===== src/rtl/uart_tx_arbiter.sv =====
// Round-robin arbiter that shares one uart_tx between N_REQ byte producers,
// launching one frame at a time and guarding each frame with a watchdog.
module uart_tx_arbiter #(
   parameter int N_REQ          = 4,
   parameter int DATA_WIDTH     = 8,
   parameter int TIMEOUT_CYCLES = 16384,
   localparam int ID_W          = (N_REQ > 1) ? $clog2(N_REQ) : 1,
   localparam int CNT_W         = $clog2(TIMEOUT_CYCLES)
) (
   input  logic                        sysclk,
   input  logic                        rst_n,
   input  logic [N_REQ-1:0]            req_valid,
   input  logic [N_REQ*DATA_WIDTH-1:0] req_data,
   output logic [N_REQ-1:0]            req_ready,
   output logic                        o_tx_start,
   output logic [DATA_WIDTH-1:0]       o_tx_byte,
   input  logic                        i_tx_done,
   output logic                        busy,
   output logic [ID_W-1:0]             grant_id,
   output logic                        timeout_err,
   input  logic                        err_clr,
   output logic [1:0]                  dbg_state
);

   // Handshake: a byte moves on the rising edge where req_valid[i] & req_ready[i];
   // req_ready is one-hot, only ever asserted in IDLE, and a requester holds
   // req_data stable while its req_valid is high.

   typedef enum logic [1:0] {
      S_IDLE  = 2'd0,
      S_START = 2'd1,
      S_WAIT  = 2'd2
   } state_t;

   localparam logic [CNT_W-1:0] WD_LIMIT = CNT_W'(TIMEOUT_CYCLES - 1);

   state_t                  state;
   logic [ID_W-1:0]         last;
   logic [CNT_W-1:0]        wd_cnt;
   logic [ID_W-1:0]         winner;
   logic [ID_W-1:0]         cand;
   logic                    found;
   logic [DATA_WIDTH-1:0]   sel_byte;

   // Search starts just after the last winner so a held request waits at most N_REQ-1 grants.
   always_comb begin
      winner = last;
      cand   = last;
      found  = 1'b0;
      for (int k = 1; k <= N_REQ; k++) begin
         cand = ID_W'((int'(last) + k) % N_REQ);
         if (!found && req_valid[cand]) begin
            winner = cand;
            found  = 1'b1;
         end
      end
   end

   // Gated with rst_n so no strobe escapes while the block is held in reset.
   always_comb begin
      req_ready = '0;
      if (rst_n && state == S_IDLE && found) req_ready[winner] = 1'b1;
   end

   assign sel_byte  = req_data[winner*DATA_WIDTH +: DATA_WIDTH];
   assign dbg_state = state;

   always_ff @(posedge sysclk or negedge rst_n) begin
      if (!rst_n) begin
         state       <= S_IDLE;
         last        <= ID_W'(N_REQ - 1);
         wd_cnt      <= '0;
         o_tx_start  <= 1'b0;
         o_tx_byte   <= '0;
         busy        <= 1'b0;
         grant_id    <= '0;
         timeout_err <= 1'b0;
      end else begin
         o_tx_start <= 1'b0;
         if (err_clr) timeout_err <= 1'b0;
         case (state)
            S_IDLE: begin
               if (found) begin
                  o_tx_byte  <= sel_byte;
                  grant_id   <= winner;
                  last       <= winner;
                  o_tx_start <= 1'b1;
                  busy       <= 1'b1;
                  state      <= S_START;
               end
            end
            S_START: begin
               wd_cnt <= '0;
               state  <= S_WAIT;
            end
            S_WAIT: begin
               // Done has priority over an expiring watchdog in the same cycle.
               if (i_tx_done) begin
                  busy  <= 1'b0;
                  state <= S_IDLE;
               end else if (wd_cnt == WD_LIMIT) begin
                  timeout_err <= 1'b1;
                  busy        <= 1'b0;
                  state       <= S_IDLE;
               end else begin
                  wd_cnt <= wd_cnt + 1'b1;
               end
            end
            default: begin
               busy  <= 1'b0;
               state <= S_IDLE;
            end
         endcase
      end
   end

endmodule


===== config.mk =====
export PLATFORM = sky130hd
export DESIGN_NAME = uart_tx_arbiter
export DESIGN_NICKNAME = d
export VERILOG_FILES = /design/src/rtl/uart_tx_arbiter.sv
export SDC_FILE = /design/constraint.sdc
export NUM_CORES = 1
export LEC_CHECK = 0
export ABC_AREA = 1
export BUFFER_PORTS_ARGS = -buffer_cell sky130_fd_sc_hd__buf_2
export CAP_MARGIN = 30
export CORE_MARGIN = 4
export CORE_UTILIZATION = 40
export DETAILED_ROUTE_END_ITERATION = 7
export PLACE_DENSITY = 0.77
export SETUP_SLACK_MARGIN = 0.4
export SYNTH_ARGS = -nofsm -noshare
export SYNTH_HDL_FRONTEND = slang
export SYNTH_SLANG_ARGS = --single-unit

===== constraint.sdc =====
create_clock -name sysclk -period 1.8 [get_ports sysclk]
set_input_delay 0.18 -clock sysclk [delete_from_list [all_inputs] [get_ports sysclk]]
set_output_delay 0.18 -clock sysclk [all_outputs]
set_load 0.02 [all_outputs]

==> results of run 1 <==
[final timing paths]
kind,from,end,slack (ps),cells past startpoint
worst max-delay path,last[0],req_ready[3],-630,11
worst min-delay path,err_clr,timeout_err,50,2
worst max register to register,last[0],o_tx_byte[0],-480,16
worst min register to register,o_tx_byte[6],o_tx_byte[6],480,2
max in group asynchronous,rst_n,last[0],930,3
min in group asynchronous,rst_n,dbg_state[0],550,3
[cells by family (layout without fill, tap and decap cells)]
| group | after synthesis | count (layout) |
|---|---|---|
| buffers and inverters | 46 | 157 |
| DFF | 31 | 31 |
| xor gates and xnor gates | 6 | 6 |
| AOI/OAI and AO/OA | 26 | 26 |
| and+or+nand+nor | 183 | 184 |
| adders and majority gates | 1 | 1 |
[sequential cells by signal, indices dropped and copies added, names as in the netlist]
name,count
timeout_err,1
o_tx_start,1
wd_cnt,14
last,2
o_tx_byte,8
busy,1
dbg_state,2
grant_id,2
[routing by layer]
layer / up-vias / GRT usage, % / wire (um)
met4: 0 / 7.77 / 379
met5: - / 0 / 0
met2: 105 / 42.5 / 4300
met3: 38 / 5.16 / 361
li1: 1162 / - / -
met1: 1240 / 26.0 / 3030
[cell type report]
| class | instances | area (sq um) | share of cell area [%] |
|---|---|---|---|
| Clock buffer | 8 | 100 | 2.88 |
| Multi-Input combinational cell | 217 | 1560 | 44.8 |
| Tap cell | 70 | 87.6 | 2.52 |
| Inverter | 39 | 166 | 4.79 |
| Sequential cell | 31 | 779 | 22.4 |
| Timing Repair Buffer | 110 | 787 | 22.6 |
[worst max-delay path: cells and delay by family, from the launching register on]
kind                   cells  cell delay [ps]
buffers and inverters      2              250
DFF                        1              710
and+or+nand+nor            9              990
[timing repair]
action | 4_1_cts | 5_1_grt
gates cloned | 3 | 0
pin swaps | 27 | 23
setup buffers | 17 | 8
hold buffers | 1 | 0
setup endpoints to repair | 34 | 35
endpoints found under the hold margin | 29 | 0
gates resized for setup | 57 | 49
[power by group]
part	internal, mW	switching [mW]	total (mW)
logic	2.38	3.44	5.81
clock network	0.349	0.259	0.607
registers	0.942	0.223	1.17
total	3.67	3.92	7.59
[metrics by stage]
stage	power (mW)	cell area, sq um	setup slack (ps)
6_report	7.59	3480	-634
5_1_grt	8.02	3480	-671
4_1_cts	6.57	3200	-420
3_5_place_dp	5.22	2720	-198
3_3_place_gp	5.12	2720	-125
2_1_floorplan	4.04	2220	-68.6
[placed cells by master, fill, tap and decap left out, types with 13 or more instances in the layout]
cell,synthesis,routed
buf_4,2,38
buf_2,2,54
nand3_1,49,40
nand2_2,20,30
dfrtp_1,29,28
nand2_4,5,20
inv_1,35,33
buf_6,2,13
nand2_1,86,57
==> run summary, run 1 <==
vias in the first global route = 2448
WS Path Type = flip-flop to output pin
status = finished, violations left
Synth Area per Inst = 7.12 sq um
mux share of post-synthesis cell area = 0%
Initial Utilization = 41.1%
final WL = 8080 um
top post-synthesis cells by count = 86 x nand2_1, 49 x nand3_1, 35 x inv_1, 29 x dfrtp_1, 20 x nand2_2
synthesis-to-layout area growth = 66.6%
Final Cycle Share = 135%
EDFF count, synth = 0
top cell type by total area after synthesis = dfrtp_1
Most used DFF post-synth = dfrtp_1
CTS max path bufs = 2
CTS tree = done
GR Overflow Total = 0
clock-pin slew on the worst setup and hold paths = 70 ps
failing checks = negative setup slack
Crit path arrival time = 2250 ps
WP data required = 1620 ps
post-synthesis simple-gate area fraction = 41.6%
placed cells = 438
worst hold path type = input port to flip-flop
Setup crit end kind = output pin
Core ar. = 5070 sq um
initial antenna violation count = 0
Synth Area in Adders = 0.600%
max cap viols = 0
critical path cell sequence = nand2_2, nand2_4, nand2_4, nand2_8, nor2_2, nand3_2, nand2_2, inv_4, nand2_8, nor3_4, buf_6
DR iter-0 viols = 144
DP HPWL = 4270 um
Die Width = 80.2 um
Vias = 2545
share of cells above drive strength 1 = 54.1%
RSZ-0062 raised after global routing = yes
DR WL/cell = 17.0 um
setup TNS = -7850 ps
Inserted Diodes = 0
Die H = 80.2 um
CTS root buffer = clkbuf_8
Detail Route Antenna Nets = 0
largest net degree at the start of global routing = 32
LEAKAGE = 1.77 nW
clk sinks = 31
Final Hold Viols = 0
worst setup margin = -634 ps
Post-Synth XOR/XNOR Area = 2.52%
most common cell in the netlist = nand2_1
measured slew at the worst slew-check pin = 567 ps
fraction of registers with async set/reset = 100%
crit path max fanout = 8
Tot GR Track Use = 23.1%
synth top area cells = dfrtp_1 35%, nand2_1 15%, nand3_1 12%, inv_1 6.3%, nand2_2 6.0%
die area = 6440 sq um
top cell type's share of synthesized area = 34.8%
CP max stage cell = dfstp_2
Synth Cell Area = 2090 sq um
IO Port Bufs = 58
largest family of logic cells by synthesized area = simple AND/OR/NAND/NOR gates
post-layout util = 68.5%
RD Place Congestion = 0.798
post-synthesis sequential area ratio = 37.3%
Vias/cell = 5.36
f_max = 411 MHz
Worst Hold Slack = 47.4 ps
# IOs = 59
Skew-Pair Late Insertion Delay = 290 ps
fillers = 364
final setup vio count = 20
row cnt = 26
Fin Clk Skew = 8.82 ps
first-pass GRT wire length = 11600 um
CTS Buf Count = 5
Synth cell types = 30
Pins Over Slew Limit = 0
first drt pass iteration count = 4
Yosys reg bits = 31
H-tree depth = 2
Worst slew margin = 62.1%
max incr delay on CP = 710 ps
Power Dens Cells = 2180 nW/um^2
Syn Nets = 334
VDD IR max = 1.25 mV
post-synthesis compound-gate area fraction = 7.25%
DRC Markers = 0
Syn. warnings = 0
minimum clock period = 2430 ps
crit start category = flip-flop
Cells after Synth = 293
Final nets = 445
non-filler cells, final = 475
Power figures use the tool's default switching activity.
==> run 2, diff against run 1 <==
Settings changed: CORE_UTILIZATION 40 to 45, PLACE_DENSITY 0.77 to 0.84.
==> run 2 against run 1 <==
Effect of this change: register-to-register slack improved by 100 ps; die area down 10%; the flow still finishes with violations (negative setup slack); count of clock-buffer cells in the layout shrank 1; wire length up 8.4%; cell count down 3.8%; sequential power barely moved; sequential share of layout area is 0.11 points higher; via count rose by 5.9%; clock power fell by 4.0%; flip-flop and latch count stayed put; design area shrank 0.65%; largest cell class unchanged.
==> run summary, run 2 (synthesis results as in run 1) <==
WP data required = 1620 ps (about the same)
Worst slew margin = 63.0% (+0.86 points)
switching power = 4.18 mW (+6.7%)
first drt pass iteration count = 5 (+1)
# IOs = 59 (unchanged)
Fin Clk Skew = 10.8 ps (+1.98 ps)
crit start category = flip-flop
Final Cycle Share = 131% (-3.8 points)
Sw Ratio = 51.2% (-0.45 points)
LEAKAGE = 1.78 nW (+0.65%)
Tot GR Track Use = 24.7% (+1.6 points)
RSZ-0062 raised after global routing = yes
Flop pwr share = 14.0% (-1.4 points)
Inserted Diodes = 0 (unchanged)
worst hold path type = input port to flip-flop
share of cells above drive strength 1 = 55.1% (+0.99 points)
Int Power = 3.98 mW (+8.7%)
setup TNS = -6720 ps (+1130 ps)
clk sinks = 31 (unchanged)
R2R Setup Slk = -380 ps (+100 ps)
Setup WS pre-CTS = -221 ps (-22.9 ps)
RD Place Congestion = 0.814 (+2.0%)
die area = 5790 sq um (-10%)
Logic pwr share = 78.9% (+2.3 points)
Crit path top cell by count = nand2_1
Final Hold Viols = 0 (unchanged)
Skew-Pair Late Insertion Delay = 290 ps (about the same)
clock-pin slew on the worst setup and hold paths = 70 ps (about the same)
design area = 3450 sq um (-0.65%)
final setup vio count = 29 (+45%)
CP delay by family, top = simple AND/OR/NAND/NOR gates
final WL = 8760 um (+8.4%)
Pins Over Slew Limit = 0 (unchanged)
first-pass GRT wire length = 11600 um (-0.12%)
failing checks = negative setup slack
DP HPWL = 4280 um (+0.22%)
H-tree depth = 2 (unchanged)
Setup crit end kind = output pin
VDD IR max = 1.59 mV (+27%)
Final nets = 445 (unchanged)
fillers = 244 (-33%)
commonest non-fill, non-tap cells in the layout = 61 x nand2_1, 54 x buf_2, 35 x buf_4
non-filler cells, final = 457 (-3.8%)
WS Path Type = flip-flop to output pin
row cnt = 24 (-7.7%)
Vias = 2694 (+5.9%)
Detail Route Antenna Nets = 0 (unchanged)
largest net degree at the start of global routing = 32 (unchanged)
f_max = 423 MHz (+2.9%)
synthesis-to-layout area growth = 65.5%
Worst Hold Slack = 40.6 ps (-6.81 ps)
IO Port Bufs = 58 (unchanged)
max incr delay on CP = 680 ps (-30 ps)
Power Dens Cells = 2360 nW/um^2 (+8.4%)
CTS tree = done
measured slew at the worst slew-check pin = 554 ps (-12.9 ps)
placed cells = 419 (-4.3%)
vias in the first global route = 2476 (+1.1%)
GR Overflow Total = 0 (unchanged)
worst setup margin = -566 ps (+67.6 ps)
Placed Area = 2690 sq um (-1.1%)
Critical path buffers and inverters = 2 (unchanged)
commonest non-fill, non-tap cell in the layout = nand2_1
CTS root buffer = clkbuf_8
Die H = 76.1 um (-5.1%)
max cap viols = 0 (unchanged)
status = finished, violations left
DRC Markers = 0 (unchanged)
Die Width = 76.1 um (-5.1%)
Largest register FFs = 14 (unchanged)
critical path cell sequence = inv_8, nand2_1, nand3_2, nand2_4, nor2_4, nand2_2, nand2_1, nand2_1, nand2_2, nor3_4, buf_6
CP max stage cell = dfstp_2
initial antenna violation count = 0 (unchanged)
Biggest register = wd_cnt
Crit path arrival time = 2190 ps (-60 ps)
Final Power = 8.17 mW (+7.7%)
Clock Power Share = 7.1% (-0.9 points)
crit path max fanout = 8 (unchanged)
DR iter-0 viols = 177 (+23%)
Initial Utilization = 47.3% (+6.2 points)
minimum clock period = 2370 ps (-67.6 ps)
Regs by FF count = wd_cnt (14), o_tx_byte (8)
Core ar. = 4410 sq um (-13%)
DR WL/cell = 19.2 um (+13%)
Vias/cell = 5.89 (+10%)
CTS max path bufs = 2 (unchanged)
CTS Buf Count = 5 (unchanged)
post-layout util = 78.3% (+9.7 points)
==> run 2: cell types whose count changed in the layout (fill, tap and decap cells not counted), moves of 3 or more <==
cell / before / now
nand3_2: 7 / 22
nand3_1: 40 / 27
buf_4: 38 / 35
nand2_1: 57 / 61
==> run 2: cell type report <==
type                    count  area, sq um  area share (%)
well taps                  52         65.1            1.88
flip-flops and latches     31          778            22.5
inverters                  39          159            4.60
clock buffers               7         86.3            2.50
clock inverters             1         5.00           0.145
repair buffers            110          822            23.8
multi-input cells         217         1540            44.5
==> run 2: per-layer routing <==
metal	global-route usage [%]	routed length (um)
met5	0	0
met2	40.2	4350
met4	15.7	602
met3	5.79	562
met1	28.8	3240
==> run 2: worst paths after layout <==
check / depth (start not counted) / from / endpoint
min in group asynchronous: 3 / rst_n / wd_cnt[13]
max reg2reg: 13 / last[0] / o_tx_byte[6]
max: 11 / last[0] / req_ready[1]
min reg2reg: 2 / grant_id[1] / grant_id[1]
max in group asynchronous: 3 / rst_n / last[1]
min: 2 / err_clr / timeout_err
==> run 2: power groups by stage <==
stage | clock, mW | sequential (mW) | combinational [mW]
floorplan | 0 | 1.26 | 2.79
global placement | 0 | 1.10 | 3.94
detailed placement | 0 | 1.11 | 4.05
CTS | 0.576 | 1.11 | 4.94
global route | 0.618 | 1.16 | 6.82
finish | 0.583 | 1.14 | 6.44
==> run 2: timing repair <==
item	in CTS	in global routing
pin swaps	20	18
setup endpoints to repair	34	35
endpoints found under the hold margin	29	0
gates cloned	3	0
setup buffers	13	13
hold buffers	1	0
gates resized for setup	44	62
==> run 3, diff against run 2 <==
Settings changed: PLACE_DENSITY 0.84 to 0.82.
Clock period 1.8 ns to 2.2 ns, I/O delays scaled along.
==> run 3 against run 2 <==
Effect of this change: the run ends with negative hold slack, negative setup slack left; critical path depth unchanged; sequential power down 16%; via count is 14% lower; clock skew is 4.8 ps lower; global-route usage shrank 3.8 points; core utilization down 6.3 points.
==> run summary, run 3 (synthesis results as in run 1) <==
worst setup margin = -169 ps (+397 ps)
synthesis-to-layout area growth = 52.2%
worst hold path type = input port to asynchronous set/reset pin
clk sinks = 31 (unchanged)
crit start category = flip-flop
Logic pwr share = 75.5% (-3.4 points)
DR WL/cell = 15.6 um (-18%)
minimum clock period = 2370 ps
# IOs = 59 (unchanged)
fillers = 319 (+31%)
vias in the first global route = 2313 (-6.6%)
DRC Markers = 0 (unchanged)
CTS Buf Count = 5 (unchanged)
clock-pin slew on the worst setup and hold paths = 60 ps (about the same)
Die H = 76.1 um (unchanged)
WS Path Type = flip-flop to output pin
Fin Clk Skew = 6.00 ps (-4.79 ps)
LEAKAGE = 1.61 nW (-9.5%)
Sw Ratio = 52.2% (+1.0 points)
WP data required = 1980 ps (+360 ps)
RSZ-0062 raised after global routing = yes
Final Cycle Share = 108%
Setup crit end kind = output pin
Core ar. = 4410 sq um (unchanged)
VDD IR max = 0.913 mV (-43%)
failing checks = negative hold slack, negative setup slack
commonest non-fill, non-tap cell in the layout = nand2_1
Detail Route Antenna Nets = 0 (unchanged)
row cnt = 24 (unchanged)
DP HPWL = 3880 um (-9.4%)
die area = 5790 sq um (unchanged)
commonest non-fill, non-tap cells in the layout = 60 x nand2_1, 55 x buf_2, 43 x nand3_1
Initial Utilization = 47.3% (unchanged)
non-filler cells, final = 433 (-5.3%)
share of cells above drive strength 1 = 46.7% (-8.3 points)
IO Port Bufs = 58 (unchanged)
CTS root buffer = clkbuf_8
placed cells = 402 (-4.1%)
Int Power = 2.83 mW (-29%)
Largest register FFs = 14 (unchanged)
max cap viols = 0 (unchanged)
initial antenna violation count = 0 (unchanged)
Power Dens Cells = 1860 nW/um^2 (-21%)
Final Hold Viols = 18 (+18)
Worst Hold Slack = -7.86 ps (-48.4 ps)
f_max = 422 MHz
first-pass GRT wire length = 10200 um (-12%)
H-tree depth = 2 (unchanged)
Crit path arrival time = 2150 ps (-40 ps)
Worst slew margin = 74.7% (+12 points)
crit path max fanout = 8 (unchanged)
Die Width = 76.1 um (unchanged)
RD Place Congestion = 0.867 (+6.6%)
setup TNS = -619 ps (+6100 ps)
Vias/cell = 5.32 (-9.7%)
Tot GR Track Use = 20.9% (-3.8 points)
CTS max path bufs = 2 (unchanged)
Final nets = 421 (-5.4%)
Biggest register = wd_cnt
DR iter-0 viols = 129 (-27%)
Regs by FF count = wd_cnt (14), o_tx_byte (8)
Clock Power Share = 8.4% (+1.3 points)
CTS hold repair buffers = 0 (-1)
Pins Over Slew Limit = 0 (unchanged)
largest net degree at the start of global routing = 32 (unchanged)
GR Overflow Total = 0 (unchanged)
status = finished, violations left
switching power = 3.10 mW (-26%)
Vias = 2305 (-14%)
Flop pwr share = 16.1% (+2.1 points)
Inserted Diodes = 0 (unchanged)
Skew-Pair Late Insertion Delay = 290 ps (about the same)
measured slew at the worst slew-check pin = 379 ps (-175 ps)
CTS tree = done
final setup vio count = 4 (-86%)
final WL = 6770 um (-23%)
first drt pass iteration count = 4 (-1)
[run 3: path summary, 6_finish.rpt]
kind,slack [ps],to,startpoint,cells after the start
max in group asynchronous,1900,last[1],rst_n,2
hold / removal,-8,wd_cnt[12],rst_n,2
setup / recovery,-170,req_ready[0],last[0],11
hold reg to reg,480,o_tx_byte[1],o_tx_byte[1],2
setup reg to reg,60,o_tx_byte[2],last[0],15
min in group sysclk,110,timeout_err,err_clr,2
[run 3: through the flow]
step / setup WS (ps) / power [mW] / util [%] / hold WS, ps / instance area [sq um]
final: -169 / 5.92 / 72.0 / -7.86 / 3180
after global routing: -247 / 6.32 / 72.0 / 23.7 / 3180
after CTS: -39.2 / 5.05 / 65.5 / 27.2 / 2890
after detailed placement: 89.9 / 3.76 / 56.4 / 340 / 2490
after global placement: 171 / 3.68 / 56.4 / 337 / 2490
after floorplan: 290 / 3.23 / - / -75.6 / 2160
[run 3: layer usage]
metal | routed length, um | vias to the layer above | global-route usage [%]
met5 | 0 | - | 0
met4 | 299 | 0 | 9.97
met3 | 329 | 28 | 4.73
met2 | 3530 | 77 | 35.9
met1 | 2610 | 1080 | 24.3
li1 | - | 1120 | -
[run 3: critical path, stage by stage (launching register included)]
cell	delay, ps
dfstp_4	710
inv_8	80
nand2_4	60
nand3_2	80
nand2_4	180
nor2_2	80
nand2_2	100
nand2_2	70
nand2_2	80
nand2_4	80
nor3_4	200
buf_6	140
[run 3: layout make-up]
cell class | instances | area, sq um | share of cell area (%)
clock buffer | 8 | 100 | 3.15
sequential | 31 | 782 | 24.6
multi-input combinational | 216 | 1480 | 46.5
tap | 52 | 65.1 | 2.05
timing repair buffer | 87 | 582 | 18.3
inverter | 39 | 171 | 5.40
[run 3: power by group through the flow]
stage / clock network [mW] / logic [mW] / registers (mW)
6_report: 0.499 / 4.47 / 0.954
5_1_grt: 0.539 / 4.81 / 0.970
4_1_cts: 0.498 / 3.64 / 0.910
3_5_place_dp: 0 / 2.85 / 0.915
3_3_place_gp: 0 / 2.77 / 0.916
2_1_floorplan: 0 / 2.21 / 1.03
[run 3: repair_timing]
action                                  CTS  global route
gates cloned                              1             1
resized for setup                        40            56
pin swaps                                27            16
buffers inserted                         15             6
endpoints found under the setup margin   20            33
